===== src/rtl/mdu_pkg.sv =====
// mdu_pkg: shared op/state encodings and sizing constants for the multiply/divide unit.
package mdu_pkg;
  typedef enum logic [1:0] {MDU_MUL, MDU_UDIV, MDU_SDIV, MDU_UREM} mdu_op_t;
  typedef enum logic [1:0] {IDLE, RUN, DONE} mdu_state_t;
  localparam int MDU_WIDTH = 32;
  localparam int MDU_CNT_W = 5;
endpackage


===== src/rtl/mdu_div_core.sv =====
// mdu_div_core: one restoring-division step, shifting the next dividend bit into the remainder.
module mdu_div_core #(
  parameter int WIDTH = 32
) (
  input  logic [WIDTH-1:0] rem_i,
  input  logic             bit_i,
  input  logic [WIDTH-1:0] divisor_i,
  output logic [WIDTH-1:0] rem_o,
  output logic             q_o
);
  logic [WIDTH:0] sh, diff;
  always_comb begin
    sh = {rem_i, bit_i};
    diff = sh - {1'b0, divisor_i};
    q_o = !diff[WIDTH];
    rem_o = q_o ? diff[WIDTH-1:0] : sh[WIDTH-1:0];
  end
endmodule


===== src/rtl/mul_div_unit.sv =====
// mul_div_unit: iterative shift-add multiply / restoring divide, one bit per cycle.
// Define MDU_REM_EN to make op=11 an unsigned remainder; otherwise it completes with no write.
module mul_div_unit
  import mdu_pkg::*;
#(
  parameter int WIDTH = MDU_WIDTH,
  parameter int REG_ADDR_W = 4
) (
  input  logic                  clk,
  input  logic                  rst,
  input  logic                  start,
  input  logic [1:0]            op,
  input  logic [WIDTH-1:0]      op_a,
  input  logic [WIDTH-1:0]      op_b,
  input  logic [REG_ADDR_W-1:0] rd_in,
  output logic                  busy,
  output logic                  done,
  output logic                  we_out,
  output logic [REG_ADDR_W-1:0] rd_out,
  output logic [WIDTH-1:0]      result
);
  localparam int CW = $clog2(WIDTH);
  mdu_state_t state_q, state_d;
  mdu_op_t op_q, op_d;
  logic [CW-1:0] cnt_q, cnt_d;
  logic [WIDTH-1:0] a_q, a_d, b_q, b_d, rem_q, rem_d, result_q, result_d;
  logic [2*WIDTH-1:0] acc_q, acc_d;
  logic [REG_ADDR_W-1:0] rd_q, rd_d;
  logic neg_q, neg_d, done_q, done_d, we_q, we_d;
  logic [WIDTH-1:0] rem_nx, quot;
  logic q_bit, legal, dz, sdiv;
  // a_q holds the dividend and fills with quotient bits from the bottom as it shifts out
  mdu_div_core #(.WIDTH(WIDTH)) u_div (
    .rem_i    (rem_q),
    .bit_i    (a_q[WIDTH-1]),
    .divisor_i(b_q),
    .rem_o    (rem_nx),
    .q_o      (q_bit)
  );
  always_comb begin
    state_d = state_q;
    op_d = op_q;
    cnt_d = cnt_q;
    a_d = a_q;
    b_d = b_q;
    rem_d = rem_q;
    acc_d = acc_q;
    rd_d = rd_q;
    neg_d = neg_q;
    result_d = result_q;
    done_d = 1'b0;
    we_d = 1'b0;
    quot = {a_q[WIDTH-2:0], q_bit};
    dz = b_q == '0;
    sdiv = mdu_op_t'(op) == MDU_SDIV;
`ifdef MDU_REM_EN
    legal = 1'b1;
`else
    legal = op_q != MDU_UREM;
`endif
    if (state_q == IDLE && start) begin
      state_d = RUN;
      op_d = mdu_op_t'(op);
      cnt_d = '0;
      rd_d = rd_in;
      neg_d = op_a[WIDTH-1] ^ op_b[WIDTH-1];
      a_d = (sdiv && op_a[WIDTH-1]) ? -op_a : op_a;
      b_d = (sdiv && op_b[WIDTH-1]) ? -op_b : op_b;
      rem_d = '0;
      acc_d = '0;
    end else if (state_q == RUN) begin
      cnt_d = cnt_q + 1'b1;
      if (op_q == MDU_MUL) acc_d = acc_q + (b_q[cnt_q] ? {{WIDTH{1'b0}}, a_q} << cnt_q : '0);
      else begin
        a_d = quot;
        rem_d = rem_nx;
      end
      if (cnt_q == CW'(WIDTH - 1)) begin
        state_d = DONE;
        done_d = 1'b1;
        we_d = legal;
        result_d = op_q == MDU_MUL ? acc_d[WIDTH-1:0] :
                   (!legal || dz) ? '0 :
                   op_q == MDU_UREM ? rem_nx :
                   (op_q == MDU_SDIV && neg_q) ? -quot : quot;
      end
    end else if (state_q == DONE) state_d = IDLE;
  end
  always_ff @(posedge clk) begin
    if (rst) begin
      state_q <= IDLE;
      op_q <= MDU_MUL;
      cnt_q <= '0;
      a_q <= '0;
      b_q <= '0;
      rem_q <= '0;
      acc_q <= '0;
      rd_q <= '0;
      neg_q <= 1'b0;
      result_q <= '0;
      done_q <= 1'b0;
      we_q <= 1'b0;
    end else begin
      state_q <= state_d;
      op_q <= op_d;
      cnt_q <= cnt_d;
      a_q <= a_d;
      b_q <= b_d;
      rem_q <= rem_d;
      acc_q <= acc_d;
      rd_q <= rd_d;
      neg_q <= neg_d;
      result_q <= result_d;
      done_q <= done_d;
      we_q <= we_d;
    end
  end
  assign busy = state_q != IDLE;
  assign done = done_q;
  assign we_out = we_q;
  assign rd_out = rd_q;
  assign result = result_q;
endmodule

===== config.mk =====
export PLATFORM = sky130hd
export DESIGN_NAME = mul_div_unit
export DESIGN_NICKNAME = d
export VERILOG_FILES = /design/src/rtl/mdu_pkg.sv /design/src/rtl/mdu_div_core.sv /design/src/rtl/mul_div_unit.sv
export SDC_FILE = /design/constraint.sdc
export NUM_CORES = 1
export LEC_CHECK = 0
export ABC_AREA = 1
export CAP_MARGIN = 20
export CORE_ASPECT_RATIO = 0.5
export CORE_MARGIN = 5
export CORE_UTILIZATION = 50
export CTS_CLUSTER_SIZE = 28
export DETAILED_ROUTE_END_ITERATION = 8
export GPL_ROUTABILITY_DRIVEN = 0
export PLACE_DENSITY = 0.77
export RECOVER_POWER = 25
export SLEW_MARGIN = 20
export SYNTH_ARGS = -nofsm -noshare
export SYNTH_HDL_FRONTEND = slang
export SYNTH_SLANG_ARGS = --single-unit

===== constraint.sdc =====
create_clock -name clk -period 4.35 [get_ports clk]
set_input_delay 0.6525 -clock clk [delete_from_list [all_inputs] [get_ports clk]]
set_output_delay 0.6525 -clock clk [all_outputs]
set_load 0.005 [all_outputs]

==> impl_summary.md <==
Detailed routing
The first TritonRoute pass finished after 8 iterations. The residual antenna-violating net count after detailed routing is 0. The post-detailed-route DRC marker count is 0. The wire length per cell is 17.3 um. Summed over all layers, the routed wires come to 50.5 mm. The overall via count from detail_route is 16900. The number of DRC markers in iteration 0 is 2042.

The detail-routed via count per cell is 5.82.

Worst setup path
The buffer and inverter count on the worst path is 4. The startpoint-to-endpoint class of the critical path is reg -> reg. Broken down by cell family, the worst path's largest delay share belongs to simple AND/OR/NAND/NOR gates. The data required time at the worst endpoint is roughly 4800 ps. The type of element capturing the critical path is a flip-flop. The largest single stage delay on the critical path is 430 ps. Data on the critical path arrives at its endpoint at 4540 ps. The slowest stage of the critical path is the sky130_fd_sc_hd__ha_1 cell.

The critical path goes through inv_1, buf_4, o21ai_0, inv_1, o21ai_0, nor3_1, ha_1, nand2_1, nor2_1, nand3_1, nand3_1, nand2_1, nand2_1, a21oi_1, o21bai_1, xor2_1, nand2_1, nand3_1, nand2_1, inv_1. The maximum fanout along the worst path is 27. STA classifies the critical path startpoint as a flip-flop. The most used cell along the critical path is sky130_fd_sc_hd__nand2_1.

Synthesis
The synthesized area divided by synthesized cell count is 6.07 um^2. The most instantiated flip-flop cell in the synthesis netlist is sky130_fd_sc_hd__dfxtp_1. The count of state elements after synthesis is between 150 and 200.

The number of synthesized flops with an enable pin is 0. In the synthesized netlist the async set-or-reset flop fraction comes to 0. The warning count from the yosys run is 0. The netlist area before placement is approximately 0.015 mm^2. For this run, the register share of the synthesized area comes to 0.237. Synthesis instantiated 61 different standard cells from the library. The post-synthesis net count is ~2600. After technology mapping, the gate count stands at 2448.

Final layout
The count of filler cells inserted in the layout is 2884. The sequential cell area is 0.00352 mm^2. Of the cells placed in the final design, the portion with a size suffix greater than 1 is 0.0480. The number of standard cells in the final layout excluding fillers is 2911. The area growth from synthesis to layout is 13.4%. Summing all multi-input logic gate instances after layout gives 0.00987 mm^2. The antenna diode instance count is 0. In the final design database the tool counted 2651 nets.

Die
The boundary pin count is 112. The die footprint is 0.0335 mm^2. In this run the vertical extent of the chip is 132 um. The floorplan step defined a core boundary enclosing ~0.029 mm^2. The starting density of the core is 0.510. After floorplanning, the core was divided into between 40 and 50 placement rows. The die is 254 um wide.

STA
The portion of the clock cycle consumed by the worst path in the final layout is 0.950. For the pin with the worst max-slew slack, the measured transition is 1420 ps. The number of pins with negative max-slew slack in the final report is 0.

The worst clock skew is 13.2 ps. The smallest setup slack after layout is around 220 ps. Based on the critical path, the design can be clocked at up to around 0.24 GHz. Adding up every negative setup slack in the final design gives 0 ps.

Setup violations remaining at the end of the flow were counted as 0. Setup repair after global routing left no endpoint under its margin. After layout, the minimum clock period comes to 4130 ps.

Measured against its own limit, the worst slew margin works out to 0.0537. The hold violation total from the final report is 0.

Flow run
The count of maximum capacitance violations is 0.

GRT
The total congestion overflow is 0. The first global-routing pass estimated 81.2 mm of wire. The number of antenna violations at the first check in global routing is 0. The number of global-route vias before repair is about 16000.

Across every metal layer, demand over resource in global routing totals 0.296. The maximum number of pins on one net before global-route repair is 87.

Clock network
The cell at the root of the clock tree is sky130_fd_sc_hd__clkbuf_16. The clock-pin transition on the worst setup and hold timing paths is 70 ps. The number of H-tree levels is 4. The largest buffer count on any clock path is 2.

The clock latency of the later-clocked register in the worst-skew pair is about 470 ps. TritonCTS created 17 clock buffers. The number of sinks handled by clock tree synthesis is 176. The number of buffers inserted by post-CTS setup repair is 0.

TritonCTS built the clock tree.

Placement
During placement, the flow inserted port buffers numbering between 100 and 150. The final HPWL from detailed placement is a little under 40 mm. OpenSTA, run right after detailed placement, puts the worst setup slack at 452 ps.

Including well taps, the total number of placed cells is between 2000 and 3000.

Pwr
The power per standard cell area is 268 mW/mm^2. The leakage power total is 0.00751 uW. VDD sags by at most 326 uV.

Hold path
The worst hold path class is reg -> reg.

Outcome
The flow ran to the end, and the final reports show no timing, DRC or antenna violations.
[sequential cells by signal, summed over array words and instances (netlist names), 2 cells and up]
signal / flops
acc_q: 32
state_q: 2
rd_out: 4
rem_q: 32
op_q: 2
a_q: 32
b_q: 32
result: 32
cnt_q: 5
[through the flow]
| stage | instance area (um^2) | utilization | hold WS, ps | total power, uW |
|---|---|---|---|---|
| after floorplan | 14900 | - | 439 | 2640 |
| after global placement | 16300 | 0.561 | 458 | 3040 |
| after detailed placement | 16300 | 0.561 | 460 | 3050 |
| after CTS | 16900 | 0.579 | 473 | 4480 |
| after global routing | 16800 | 0.579 | 482 | 4730 |
| final | 16800 | 0.579 | 474 | 4510 |
[placed cells by master (no fill, tap or decap), types with 5 or more instances in the layout]
master	instances
sky130_fd_sc_hd__a21o_1	14
sky130_fd_sc_hd__a21oi_1	223
sky130_fd_sc_hd__a31oi_1	31
sky130_fd_sc_hd__and3_1	5
sky130_fd_sc_hd__buf_4	38
sky130_fd_sc_hd__clkbuf_1	9
sky130_fd_sc_hd__clkbuf_16	17
sky130_fd_sc_hd__clkdlybuf4s50_1	70
sky130_fd_sc_hd__clkinv_1	5
sky130_fd_sc_hd__dfxtp_1	175
sky130_fd_sc_hd__dlygate4sd3_1	41
sky130_fd_sc_hd__ha_1	68
sky130_fd_sc_hd__inv_1	260
sky130_fd_sc_hd__inv_2	7
sky130_fd_sc_hd__mux2i_1	9
sky130_fd_sc_hd__nand2_1	588
sky130_fd_sc_hd__nand2_2	11
sky130_fd_sc_hd__nand3_1	155
sky130_fd_sc_hd__nand3_2	7
sky130_fd_sc_hd__nand3b_1	7
sky130_fd_sc_hd__nand4_1	34
sky130_fd_sc_hd__nor2_1	226
sky130_fd_sc_hd__nor2_2	6
sky130_fd_sc_hd__nor3_1	42
sky130_fd_sc_hd__nor3_2	5
sky130_fd_sc_hd__nor4_1	10
sky130_fd_sc_hd__o211ai_1	39
sky130_fd_sc_hd__o21a_1	11
sky130_fd_sc_hd__o21ai_0	223
sky130_fd_sc_hd__o21ai_1	19
sky130_fd_sc_hd__o21bai_1	7
sky130_fd_sc_hd__o22ai_1	38
sky130_fd_sc_hd__o32ai_1	5
sky130_fd_sc_hd__or2_2	7
sky130_fd_sc_hd__xnor2_1	25
sky130_fd_sc_hd__xor2_1	25
[Yosys cell counts (5+ instances only)]
cell	number	area, um^2
sky130_fd_sc_hd__nand3_2	7	70.1
sky130_fd_sc_hd__o22ai_1	38	238
sky130_fd_sc_hd__nor3_2	6	60.1
sky130_fd_sc_hd__o32ai_1	5	43.8
sky130_fd_sc_hd__o21ai_0	225	1130
sky130_fd_sc_hd__buf_2	20	100
sky130_fd_sc_hd__nand4_1	34	213
sky130_fd_sc_hd__ha_1	68	851
sky130_fd_sc_hd__or2_2	7	43.8
sky130_fd_sc_hd__buf_1	7	26.3
sky130_fd_sc_hd__and3_1	5	31.3
sky130_fd_sc_hd__a211oi_1	5	37.5
sky130_fd_sc_hd__clkbuf_1	80	300
sky130_fd_sc_hd__o21a_1	11	82.6
sky130_fd_sc_hd__xnor2_1	25	219
sky130_fd_sc_hd__a31oi_1	31	194
sky130_fd_sc_hd__inv_1	260	976
sky130_fd_sc_hd__o21ai_1	17	85.1
sky130_fd_sc_hd__nand2_2	12	75.1
sky130_fd_sc_hd__a21o_1	14	105
sky130_fd_sc_hd__clkinv_1	5	18.8
sky130_fd_sc_hd__mux2i_1	9	90.1
sky130_fd_sc_hd__o211ai_1	39	293
sky130_fd_sc_hd__a21oi_1	223	1120
sky130_fd_sc_hd__dfxtp_1	176	3520
sky130_fd_sc_hd__inv_2	7	26.3
sky130_fd_sc_hd__nor3_1	41	205
sky130_fd_sc_hd__nor2_1	229	860
sky130_fd_sc_hd__nand3_1	155	776
sky130_fd_sc_hd__nor4_1	10	62.6
sky130_fd_sc_hd__nand2_1	587	2200
sky130_fd_sc_hd__nand3b_1	7	52.6
sky130_fd_sc_hd__xor2_1	25	219
sky130_fd_sc_hd__o21bai_1	7	52.6
[routing by layer]
| metal | vias up | GRT usage | share of wire |
|---|---|---|---|
| li1 | 8362 | - | - |
| met1 | 7668 | 0.410 | 0.43 |
| met2 | 778 | 0.462 | 0.44 |
| met3 | 124 | 0.0617 | 0.097 |
| met4 | 0 | 0.0974 | 0.033 |
| met5 | - | 0 | 0 |
[cells by family after synthesis]
family	Yosys count	share of synthesized area
AOI/OAI and AO/OA	648	0.246
muxes	9	0.00606
xor gates and xnor gates	50	0.0295
and+or+nand+nor	1111	0.321
adders and majority gates	70	0.0600
buffers and inverters	384	0.100
DFF	176	0.237
[area by class of cell]
| class | count | share of cell area |
|---|---|---|
| timing repair buffer | 153 | 0.0852 |
| inverter | 272 | 0.0606 |
| clock buffer | 26 | 0.0284 |
| clock inverter | 5 | 0.00193 |
| tap | 391 | 0.0290 |
| multi-input combinational | 1888 | 0.586 |
| sequential | 176 | 0.209 |
[worst reg2reg max path, delay by kind of cell, from the launching register on]
kind | cells | cell delay (ps)
AO/OA/AOI/OAI | 4 | 1070
XOR/XNOR | 1 | 350
adder cells (fa/ha/maj) | 1 | 430
buffers and inverters | 4 | 600
flip-flops | 1 | 420
AND/OR/NAND/NOR | 10 | 1210
[report_power, final]
part           switching (uW)  leakage (uW)  internal [uW]
Combinational             885       0.00584            434
Sequential               63.0       0.00143           1680
Clock                     697      0.000240            756
[what timing repair did]
item | in CTS | in global routing
setup endpoints to repair | 0 | 6
hold buffers | 0 | 0
resized for setup | 0 | 4
[path summary, 6_finish.rpt]
check	cells past startpoint	end	start	slack [ps]
hold / removal	2	acc_q[19]	acc_q[19]	470
setup reg to reg	20	result[22]	cnt_q[1]	220
setup / recovery	20	result[22]	cnt_q[1]	220
hold reg to reg	2	acc_q[19]	acc_q[19]	470
(Power assumes the default switching activity.)
==> RTL edit (config.mk and constraints unchanged) <==
Add a define of `MDU_REM_EN`.
--- a/src/rtl/mul_div_unit.sv
+++ b/src/rtl/mul_div_unit.sv
@@ -2,2 +2,4 @@
 // Define MDU_REM_EN to make op=11 an unsigned remainder; otherwise it completes with no write.
+`define MDU_REM_EN
+
 module mul_div_unit
Function: no difference found for any inputs over 10 cycles, from zero or initial values and one cycle with rst high; that may be too few to reach the edited logic, so the function may still have changed.
==> RTL edit against the original RTL <==
- the run now ends with capacitance limit, slew limit left
- design area increased by 3.5%
- wire length increased by 12%
- setup slack got worse by 0.13 ns
- sequential cell count decreased by 1
- first-iteration DRC count increased by 32%
- fmax decreased by 3.0%
- area after synthesis increased by 3.2%
- final cell count increased by 3.1%
- non-clock buffer count increased by 5
- power increased by 17%
==> RTL edit: results <==
group,metric,value,unit
detailed_routing,first_pass_iters,7,
synthesis,synth_compound_area_share,25.4,%
cts,insertion_delay,0.47,ns
power,p_seq,1.77,mW
status,status,"finished, violations left",
status,violations,"capacitance limit, slew limit",
synthesis,synth_area_leaders,"dfxtp_1, nand2_1, o21ai_0, inv_1, a21oi_1",
synthesis,synth_seq_area_share,22.9,%
detailed_routing,met2_length,24000,um
setup_path,cp_max_fo,31,
synthesis,synthXorXnorAreaFrac,3.20,%
flow_run,maxCapViolCount,1,
global_route,grt_use_total,31.3,%
sta,maxSlewHeadroom,-31.6,%
sta,finalMaxSlewViolations,32,
detailed_routing,post_drt_wl_per_cell,18.9,um
power,p_comb,1.87,mW
synthesis,synthTopCellsByCount,"nand2_1, inv_1, o21ai_0, a21oi_1, nor2_1",
synthesis,synthMuxAreaShare,0.979,%
cts,cts_made_buffers,17,
power,p_switching,2.17,mW
setup_path,critPathArrivalTime,4.68,ns
cts,htreeDepth,4,
detailed_routing,drt_iter0_drc,2704,
global_route,grt_start_max_net_pins,49,
detailed_routing,via_count,18000,
synthesis,synth.avg_cell_area,6.06,sq um
synthesis,synth_fp_nets,2673,
detailed_routing,met1Wirelength,24000,um
place,post-place-cells,2970,
power,power,5.29,mW
sta,post-route-period-util,97.9,%
synthesis,synth_fa_ha_area_share,5.81,%
detailed_routing,viasPerCell,5.99,
synthesis,ys_types,59,
detailed_routing,wl_met3,6470,um
power,ir_drop,0.000273,V
place,dpl.hpwl,43600,um
place,port_buffers,111,
global_route,grt_pass1_wl,86700,um
sta,fin_skew,0.0140,ns
power,leakage,7.98,nW
layout,drive_gt1_share,6.07,%
global_route,first_global_vias,15900,
cts,cts_root_buf,"clkbuf_16",
## RTL edit: changes by cell type after synthesis, sizes merged, moves of 12 or more
cell | unedited run | this run
nand2 | 599 | 560
nand4 | 37 | 20
nor2 | 234 | 217
o21ai | 243 | 289
or2 | 8 | 20
inv | 267 | 336
## RTL edit: worst paths after layout
path | cells past startpoint | from | slack, ns | end
min | 2 | acc_q[14] | 0.48 | acc_q[14]
max | 10 | start | 0.09 | acc_q[24]
max reg2reg | 10 | state_q[0] | 0.23 | acc_q[24]
min reg2reg | 2 | acc_q[14] | 0.48 | acc_q[14]
## RTL edit: metrics by stage
step | instance area [sq um] | worst slack [ns] | hold WS [ns] | utilization (%)
final | 17400 | 0.0910 | 0.475 | 57.6
after global routing | 17400 | 0.00947 | 0.489 | 57.6
after CTS | 17400 | 0.114 | 0.476 | 57.5
after detailed placement | 16800 | 0.158 | 0.464 | 55.5
after global placement | 16800 | 0.265 | 0.459 | 55.5
after floorplan | 15300 | 0.824 | 0.442 | -
## RTL edit: layout make-up
| cell class | instances | area (sq um) |
|---|---|---|
| clock buffers | 18 | 439 |
| clock inverters | 14 | 165 |
| fillers | 3012 | 12800 |
| inverters | 340 | 1280 |
| multi-input cells | 1898 | 10100 |
| flip-flops and latches | 175 | 3510 |
| well taps | 399 | 499 |
| repair buffers | 158 | 1460 |
## RTL edit: critical path, stage by stage
cell	delay [ns]
clkdlybuf4s50_1	0.40
nand2_1	0.06
clkbuf_1	0.73
inv_1	0.13
clkbuf_2	0.42
nor2_1	0.28
clkbuf_1	1.45
o21ai_0	0.26
a21o_1	0.25
inv_1	0.04
## RTL edit: metal layers
metal	vias to the layer above	track usage, %
met3	175	6.55
met4	0	11.3
met5	-	0
met1	8139	43.9
li1	8593	-
met2	1075	47.7
